===== src/rtl/fwrisc_mds_pkg.sv =====
// Shared op encoding, op classification helpers and issuer state type for the
// multiply/divide/shift unit front end.
package fwrisc_mds_pkg;

  localparam logic [3:0] OP_SLL    = 4'd0;
  localparam logic [3:0] OP_SRL    = 4'd1;
  localparam logic [3:0] OP_SRA    = 4'd2;
  localparam logic [3:0] OP_MUL    = 4'd3;
  localparam logic [3:0] OP_MULH   = 4'd4;
  localparam logic [3:0] OP_MULHSU = 4'd5;
  localparam logic [3:0] OP_MULHU  = 4'd6;
  localparam logic [3:0] OP_DIV    = 4'd7;
  localparam logic [3:0] OP_DIVU   = 4'd8;
  localparam logic [3:0] OP_REM    = 4'd9;
  localparam logic [3:0] OP_REMU   = 4'd10;

  typedef enum logic [1:0] {
    ST_IDLE,
    ST_ISSUE,
    ST_WAIT,
    ST_RESP
  } mds_issuer_state_e;

  function automatic logic is_mul_op(input logic [3:0] op);
    return (op >= OP_MUL) && (op <= OP_MULHU);
  endfunction

  function automatic logic is_div_op(input logic [3:0] op);
    return (op >= OP_DIV) && (op <= OP_REMU);
  endfunction

  function automatic logic is_legal_op(input logic [3:0] op);
    return op <= OP_REMU;
  endfunction

endpackage


===== src/rtl/fwrisc_mds_issuer.sv =====
// Initiator-side controller for fwrisc_mul_div_shift: one op in flight, with
// local rejection of illegal/disabled ops, a WAIT timeout and spurious-result flag.
module fwrisc_mds_issuer
  import fwrisc_mds_pkg::*;
#(
  parameter int unsigned TIMEOUT_CYCLES = 64,
  parameter bit          ENABLE_MUL     = 1'b1,
  parameter bit          ENABLE_DIV     = 1'b1
) (
  input  logic        clock,
  input  logic        reset,
  input  logic        req_valid,
  output logic        req_ready,
  input  logic [31:0] req_a,
  input  logic [31:0] req_b,
  input  logic [3:0]  req_op,
  input  logic [4:0]  req_rd,
  output logic [31:0] mds_in_a,
  output logic [31:0] mds_in_b,
  output logic [3:0]  mds_op,
  output logic        mds_in_valid,
  input  logic [31:0] mds_out,
  input  logic        mds_out_valid,
  output logic        rsp_valid,
  input  logic        rsp_ready,
  output logic [31:0] rsp_data,
  output logic [4:0]  rsp_rd,
  output logic        rsp_err,
  output logic        spurious_err
);

  localparam logic [7:0] CNT_LAST = 8'(TIMEOUT_CYCLES - 1);

  mds_issuer_state_e state_q;
  logic [7:0]        cnt_q;
  logic              op_enabled;

  always_comb begin
    op_enabled = is_legal_op(req_op)
              && (ENABLE_MUL || !is_mul_op(req_op))
              && (ENABLE_DIV || !is_div_op(req_op));
  end

  always_ff @(posedge clock) begin
    if (reset) begin
      state_q      <= ST_IDLE;
      cnt_q        <= '0;
      req_ready    <= 1'b1;
      mds_in_valid <= 1'b0;
      mds_in_a     <= '0;
      mds_in_b     <= '0;
      mds_op       <= '0;
      rsp_valid    <= 1'b0;
      rsp_data     <= '0;
      rsp_rd       <= '0;
      rsp_err      <= 1'b0;
      spurious_err <= 1'b0;
    end else begin
      mds_in_valid <= 1'b0;
      if (mds_out_valid && (state_q != ST_WAIT)) begin
        spurious_err <= 1'b1;
      end

      unique case (state_q)
        ST_IDLE: begin
          if (req_valid) begin
            req_ready <= 1'b0;
            rsp_rd    <= req_rd;
            if (op_enabled) begin
              // Operand registers double as the request latch and stay put until RESP.
              mds_in_a     <= req_a;
              mds_in_b     <= req_b;
              mds_op       <= req_op;
              mds_in_valid <= 1'b1;
              state_q      <= ST_ISSUE;
            end else begin
              rsp_data  <= '0;
              rsp_err   <= 1'b1;
              rsp_valid <= 1'b1;
              state_q   <= ST_RESP;
            end
          end
        end

        ST_ISSUE: begin
          cnt_q   <= '0;
          state_q <= ST_WAIT;
        end

        ST_WAIT: begin
          // A result arriving on the last allowed cycle takes priority over the timeout.
          if (mds_out_valid) begin
            rsp_data  <= mds_out;
            rsp_err   <= 1'b0;
            rsp_valid <= 1'b1;
            state_q   <= ST_RESP;
          end else if (cnt_q == CNT_LAST) begin
            rsp_data  <= '0;
            rsp_err   <= 1'b1;
            rsp_valid <= 1'b1;
            state_q   <= ST_RESP;
          end else begin
            cnt_q <= cnt_q + 8'd1;
          end
        end

        ST_RESP: begin
          if (rsp_ready) begin
            rsp_valid <= 1'b0;
            req_ready <= 1'b1;
            state_q   <= ST_IDLE;
          end
        end
      endcase
    end
  end

endmodule


===== config.mk =====
export PLATFORM = sky130hd
export DESIGN_NAME = fwrisc_mds_issuer
export DESIGN_NICKNAME = d
export VERILOG_FILES = /design/src/rtl/fwrisc_mds_pkg.sv /design/src/rtl/fwrisc_mds_issuer.sv
export SDC_FILE = /design/constraint.sdc
export NUM_CORES = 1
export LEC_CHECK = 0
export ABC_AREA = 1
export CAP_MARGIN = 5
export CORE_MARGIN = 8
export CORE_UTILIZATION = 40
export CTS_CLUSTER_SIZE = 20
export DETAILED_ROUTE_END_ITERATION = 8
export DONT_BUFFER_PORTS = 1
export GPL_TIMING_DRIVEN = 0
export PLACE_DENSITY = 0.57
export SETUP_SLACK_MARGIN = 0.02
export SYNTH_ARGS = -nofsm -noshare
export SYNTH_HDL_FRONTEND = slang
export SYNTH_SLANG_ARGS = --single-unit

===== constraint.sdc =====
create_clock -name clock -period 1.5 [get_ports clock]
set_input_delay 0.3 -clock clock [delete_from_list [all_inputs] [get_ports clock]]
set_output_delay 0.3 -clock clock [all_outputs]
set_load 0.005 [all_outputs]

==> results of run 1 <==
[through the flow]
stage,setup slack (ns),hold WS [ns],instances,utilization [%],power [mW]
final,-0.0945,0.0465,880,51.9,14.1
after global routing,-0.179,0.0272,880,51.9,15.1
after CTS,-0.0832,0.0319,874,50.0,13.6
after detailed placement,-0.421,0.464,827,42.5,8.53
after global placement,-0.387,0.457,827,42.5,8.39
after floorplan,0.0212,0.444,680,-,7.53
[cell families (layout without fill, tap and decap cells)]
kind of cell / after synthesis / in the layout / synth area share, %
and+or+nand+nor: 368 / 368 / 30.8
adders and majority gates: 5 / 5 / 1.28
DFF: 120 / 120 / 49.2
xor gates and xnor gates: 2 / 2 / 0.359
AOI/OAI and AO/OA: 101 / 101 / 10.6
buffers and inverters: 84 / 137 / 7.74
[report_power, final]
| group | switching [mW] | internal (mW) |
|---|---|---|
| clock | 1.38 | 2.56 |
| combinational | 3.02 | 2.35 |
| sequential | 0.747 | 4.04 |
| total | 5.15 | 8.95 |
[flip-flops by register name, indices dropped and copies added (netlist names), 2 cells and up]
register  count
cnt_q         8
mds_op        4
mds_in_b     32
rsp_rd        5
state_q       2
mds_in_a     32
rsp_data     32
[critical path: stages, from the launching register on]
cell	delay (ns)
dfxtp_2	0.36
inv_4	0.06
ha_4	0.17
inv_4	0.06
a21oi_4	0.03
buf_6	0.12
buf_6	0.11
nor2_4	0.08
nand2_4	0.10
inv_8	0.10
buf_6	0.13
nand2_2	0.05
nand2_1	0.06
nor2_1	0.04
[how the worst max path moves through the flow]
stage                                     end                    start  cells after the start  slack, ns
floorplan           rsp_data[17]$_SDFFE_PP0P_  state_q[1]$_SDFFE_PP0P_                     12       0.02
global placement    mds_in_a[12]$_SDFFE_PP0P_  state_q[1]$_SDFFE_PP0P_                      9      -0.39
detailed placement  mds_in_a[12]$_SDFFE_PP0P_  state_q[1]$_SDFFE_PP0P_                      9      -0.42
CTS                 rsp_data[13]$_SDFFE_PP0P_  state_q[1]$_SDFFE_PP0P_                     13      -0.08
global route        mds_in_a[27]$_SDFFE_PP0P_  state_q[0]$_SDFFE_PP0P_                     11      -0.18
finish               rsp_data[8]$_SDFFE_PP0P_  state_q[0]$_SDFFE_PP0P_                     13      -0.09
[placed cells by master, fill, tap and decap left out, types with 2 or more instances in the layout]
master | synthesis | layout
a21oi_1 | 77 | 67
a21oi_2 | 0 | 9
a21oi_4 | 1 | 2
buf_1 | 3 | 3
buf_2 | 12 | 5
buf_4 | 2 | 15
buf_6 | 5 | 18
buf_8 | 0 | 4
bufinv_16 | 0 | 2
clkbuf_1 | 23 | 20
clkbuf_16 | 0 | 17
clkbuf_4 | 0 | 3
clkbuf_8 | 0 | 3
clkinv_2 | 0 | 4
clkinvlp_4 | 0 | 2
dfxtp_1 | 120 | 116
dfxtp_2 | 0 | 2
dfxtp_4 | 0 | 2
ha_1 | 5 | 2
ha_4 | 0 | 3
inv_1 | 36 | 33
inv_4 | 1 | 4
nand2_1 | 176 | 149
nand2_2 | 1 | 24
nand2_4 | 0 | 3
nand3_1 | 75 | 74
nand3_2 | 2 | 2
nand4_1 | 4 | 4
nor2_1 | 109 | 94
nor2_2 | 0 | 12
nor2_4 | 0 | 3
o21ai_0 | 22 | 8
o21ai_1 | 0 | 11
o21ai_2 | 0 | 3
[layout make-up]
type,count,area share [%]
inverter,39,2.60
clock inverter,8,1.53
tap,147,2.96
multi-input combinational,476,37.9
timing repair inverter,1,0.101
timing repair buffer,20,3.10
clock buffer,24,7.75
sequential,120,38.8
buffer,45,5.18
[routing by layer]
| layer | track usage [%] | wire length [um] | vias up |
|---|---|---|---|
| li1 | - | - | 2255 |
| met4 | 6.16 | 129 | 0 |
| met3 | 10.8 | 1880 | 8 |
| met5 | 0 | 0 | - |
| met1 | 19.1 | 5630 | 2072 |
| met2 | 30.1 | 7310 | 194 |
[repair_timing]
item / 4_1_cts / 5_1_grt
pin swaps: 7 / 33
setup endpoints to repair: 113 / 112
cloned: 3 / 1
gates resized for setup: 78 / 70
setup buffers: 12 / 5
==> results_dict.tcl, run 1 <==
set metrics [dict create \
    detail_route.iter0.violations 180 \
    avgSynthCellArea_um2 7.18 \
    grt_pass1_wl_um 23300 \
    via_count_of_the_first_global_routing_pass 4483 \
    post_cts_hold_buffer_count 0 \
    antenna_found_initial 0 \
    detail-route-antenna-nets 0 \
    synth_async_sr_flop_share_pct 0 \
    worst_slew_pin_slew_ns 0.614 \
    detail_route.first_pass.iterations 5 \
    timing.reg2reg.setup_slack_ns -0.09 \
    drcViolationCount 0 \
    fin_setup_tns_ns -4.97 \
    io_buffer_count 0 \
    power.ir.vdd_worst_mv 0.961 \
    drv.max_cap_violation_count 0 \
    syn_std_cell_area_um2 4880 \
    hold_viol_final 0 \
    worst-path-max-fanout 6 \
    yosys-top-cells-count "nand2_1 (176), dfxtp_1 (120), nor2_1 (109)" \
    clock.fmax_mhz 627 \
    flow.area_growth_from_synthesis_pct 27.2 \
    non_filler_cell_area_final_um2 6210 \
    critPathRequiredTime_ns 1.81 \
    report.final.setup_viol 94 \
    status "finished with violations" \
    critical_path_class "flop to flop" \
    power_density_nw_per_um2 2270 \
    routed_via_density 5.15 \
    critical_path.reg2reg.startpoint "state_q[0]$_SDFFE_PP0P_" \
    count_of_cells_along_the_worst_hold_path 2 \
    p_leak_nw 2.47 \
    synth_flop_cell "dfxtp_1" \
    mappedNetlistNets 795 \
    clock_skew_ns 0.00655 \
    clock_latency_ns 0.41 \
    die_height_um 126 \
    critical_path_arrival_ns 1.90 \
    starting_density_of_the_core_pct 40.8 \
    yosys.area.top_type_share_pct 49.2 \
    detail_route.wirelength_um 14900 \
    cts_tree "built" \
    grt_setup_unrepaired "yes" \
    globalRoute.totalOverflow 0 \
    cts_root_buf "clkbuf_16" \
    yosysWarnings 0 \
    gr-usage-all-layers_pct 18.3 \
    final_net_count 835 \
    grt_start_max_net_pins 17 \
    ys_types 24 \
    holdCritPathClass "input pin to flop" \
    critical_path_capture_point_type "flop" \
    timing.final.ws_setup_ns -0.0945 \
    post_drt_wl_per_cell_um 17.0 \
    postSynthRegisterBits 120 \
    synth_most_common_cell "nand2_1" \
    violations "setup timing" \
    multi_input_area_um2 2360 \
    gpl.final_weighted_congestion 0.777 \
    antenna-diode-count 0 \
    clock_sinks 120 \
    post_dp_cell_area_um2 5080 \
    start_kind "flop" \
    ctsLongestPathBuffers 2 \
    fillCellCount 1170 \
    final_min_period_over_clock_period_pct 106 \
    timing.final.crit_period_ns 1.59 \
    max_slew_margin_pct 59.1 \
    coreArea_um2 12000 \
    ctsHtreeMaxLevel 4 \
    fp.dieW_um 126 \
    via_count 4529 \
    pin_count 220 \
    final_layout_size_suffix_gt1_share_pct 20.1 \
    synthCells 680 \
    dp_hpwl_um 10900 \
    hold_path_end "spurious_err$_SDFFE_PP0P_" \
    numCtsBuffers 17 \
    post-synth-top-area-cell "dfxtp_1" \
    clk_pin_slew_ns 0.05 \
    sequential_cell_area_fraction_in_the_yosys_report_pct 49.2 \
    ff_latch_area_um2 2410 \
    finalMaxSlewViolations 0 \
    worst_r2r_path_depth 13 \
    worst_r2r_endpoint "rsp_data[8]$_SDFFE_PP0P_" \
    worst_min_delay_path_startpoint "mds_out_valid" \
    count_of_flip_flops_with_a_built_in_enable_after_synthesis 0 \
    synthTopCellsByArea "dfxtp_1 (49%), nand2_1 (14%), nor2_1 (8.4%)" \
    std_cell_rows 40 \
    dieArea_um2 16000 \
]
(Power assumes the default switching activity.)
==> run 2, diff against run 1 <==
--- a/config.mk
+++ b/config.mk
@@ -7,7 +7,7 @@
 export LEC_CHECK = 0
 export ABC_AREA = 1
 export CAP_MARGIN = 5
-export CORE_MARGIN = 8
+export CORE_MARGIN = 2
 export CORE_UTILIZATION = 40
 export CTS_CLUSTER_SIZE = 20
 export DETAILED_ROUTE_END_ITERATION = 8
==> run 2 against run 1 <==
The run still ends with setup timing left. Worst setup slack gained 0.025 ns. Largest cell class unchanged. Critical path depth is the same. Register-to-register slack gained 0.02 ns. Wire length shrank 8.7%. Critical path type unchanged.
==> results_dict.tcl, run 2 (same netlist as run 1, synthesis figures left out) <==
set metrics [dict create \
    cts_tree "built" \
    critPathRequiredTime_ns 1.81 \
    coreArea_um2 12000 \
    drv.max_cap_violation_count 0 \
    fillCellCount 1166 \
    fin_setup_tns_ns -2.85 \
    cell_family_contributing_the_most_delay_on_the_critical_path "buffers and inverters" \
    clock_latency_ns 0.42 \
    post_drt_wl_per_cell_um 15.6 \
    layout_common_cells "nand2_1 (145), dfxtp_1 (116), nor2_1 (86)" \
    detail_route.first_pass.iterations 4 \
    io_buffer_count 0 \
    slowest_stage "dfxtp_4" \
    timing.final.crit_period_ns 1.57 \
    grt_pass1_wl_um 21200 \
    worst-path-max-fanout 7 \
    final_net_count 832 \
    cp_cell_sequence "inv_4 -> ha_4 -> inv_4 -> a21oi_4 -> buf_6 -> buf_6 -> nor2_4 -> nand2_4 -> inv_8 -> buf_6 -> nand2_1 -> nand2_1 -> nor2_1" \
    status "finished with violations" \
    power.ir.vdd_worst_mv 0.851 \
    dieArea_um2 13100 \
    p_leak_nw 2.47 \
    detail_route.iter0.violations 170 \
    starting_density_of_the_core_pct 40.8 \
    fp.dieW_um 114 \
    max_slew_margin_pct 65.9 \
    clock.fmax_mhz 637 \
    holdCritPathClass "input pin to flop" \
    via_count 4497 \
    critical_path_class "flop to flop" \
    ctsHtreeMaxLevel 4 \
    finalMaxSlewViolations 0 \
    detail_route.wirelength_um 13600 \
    clock_sinks 120 \
    gr-usage-all-layers_pct 20.8 \
    numCtsBuffers 17 \
    registers_with_the_most_flip_flops "mds_in_a (32), mds_in_b (32), rsp_data (32)" \
    critical_path.most_common_cell "buf_6" \
    gpl.final_weighted_congestion 0.805 \
    detail-route-antenna-nets 0 \
    fin_hold_ws_ns 0.0415 \
    cp_num_buf_inv 6 \
    hold_viol_final 0 \
    globalRoute.totalOverflow 0 \
    timing.reg2reg.setup_slack_ns -0.07 \
    report.final.setup_viol 54 \
    power_density_nw_per_um2 2270 \
    dp_hpwl_um 9640 \
    critical_path_capture_point_type "flop" \
    timing.final.ws_setup_ns -0.0695 \
    std_cell_rows 40 \
    critical_path_arrival_ns 1.88 \
    grt_setup_unrepaired "yes" \
    start_kind "flop" \
    mostFrequentLayoutCell "nand2_1" \
    worst_slew_pin_slew_ns 0.511 \
    pin_count 220 \
    clock_skew_ns 0.00809 \
    die_height_um 114 \
    cts_root_buf "clkbuf_16" \
    clk_pin_slew_ns 0.05 \
    violations "setup timing" \
    worst_path_largest_cell_delay_ns 0.37 \
    ctsLongestPathBuffers 2 \
    antenna_found_initial 0 \
    final_min_period_over_clock_period_pct 105 \
    drcViolationCount 0 \
    routed_via_density 5.15 \
    total_power_mw 14.1 \
    via_count_of_the_first_global_routing_pass 4449 \
    flow.area_growth_from_synthesis_pct 27.3 \
    final_layout_size_suffix_gt1_share_pct 20.6 \
    antenna-diode-count 0 \
    grt_start_max_net_pins 17 \
]
==> run 2: cell count changes in the layout (fill, tap and decap cells not counted), moves of 2 or more <==
cell	change
a21oi_1	+4
a21oi_2	-4
buf_4	-2
buf_6	+2
clkbuf_4	-3
clkinv_2	-2
clkinvlp_4	-2
inv_1	-2
inv_2	+2
nand2_1	-4
nand2_2	+2
nor2_1	-8
nor2_2	+7
==> run 2: cell type report <==
| cell class | instances | area, um^2 | area share (%) |
|---|---|---|---|
| clock buffers | 25 | 475 | 7.65 |
| plain buffers | 44 | 325 | 5.24 |
| inverters | 39 | 161 | 2.60 |
| repair buffers | 18 | 185 | 2.98 |
| repair inverters | 1 | 8.76 | 0.141 |
| multi-input cells | 476 | 2390 | 38.5 |
| well taps | 147 | 184 | 2.96 |
| flip-flops and latches | 120 | 2410 | 38.8 |
| clock inverters | 4 | 70.1 | 1.13 |
==> run 2: worst paths after layout <==
check / end / cells after the start / from
worst max-delay path: rsp_data[14]$_SDFFE_PP0P_ / 13 / state_q[1]$_SDFFE_PP0P_
worst min-delay path: mds_in_b[18]$_SDFFE_PP0P_ / 2 / req_b[18]
worst max register to register: rsp_data[14]$_SDFFE_PP0P_ / 13 / state_q[1]$_SDFFE_PP0P_
worst min register to register: cnt_q[7]$_SDFFE_PP0P_ / 2 / cnt_q[7]$_SDFFE_PP0P_
==> run 2: timing repair <==
action / CTS / global route
hold buffers: 0 / 0
gates cloned: 4 / 0
resized for setup: 82 / 89
pin swaps: 7 / 24
endpoints found under the setup margin: 113 / 112
hold endpoints to repair: 0 / 0
setup buffers: 12 / 4
==> run 2: through the flow <==
stage | worst slack [ns] | area (um^2) | instances | util, %
5_1_grt | -0.169 | 6210 | 874 | 51.9
2_1_floorplan | 0.0212 | 4900 | 680 | -
3_5_place_dp | -0.395 | 5080 | 827 | 42.5
4_1_cts | -0.0798 | 5950 | 870 | 49.7
3_3_place_gp | -0.353 | 5080 | 827 | 42.5
6_report | -0.0695 | 6210 | 874 | 51.9
==> run 2: routing by layer <==
metal | track usage, % | wire (um)
met5 | 0 | 0
met4 | 8.78 | 235
met3 | 10.4 | 1520
met2 | 35.3 | 6630
met1 | 21.8 | 5260
==> run 2: power breakdown <==
group          leakage (nW)  internal, mW  switching, mW
logic                  1.22          2.41           3.08
clock network         0.267          2.49           1.34
registers             0.984          4.04          0.734
total                  2.47          8.94           5.15
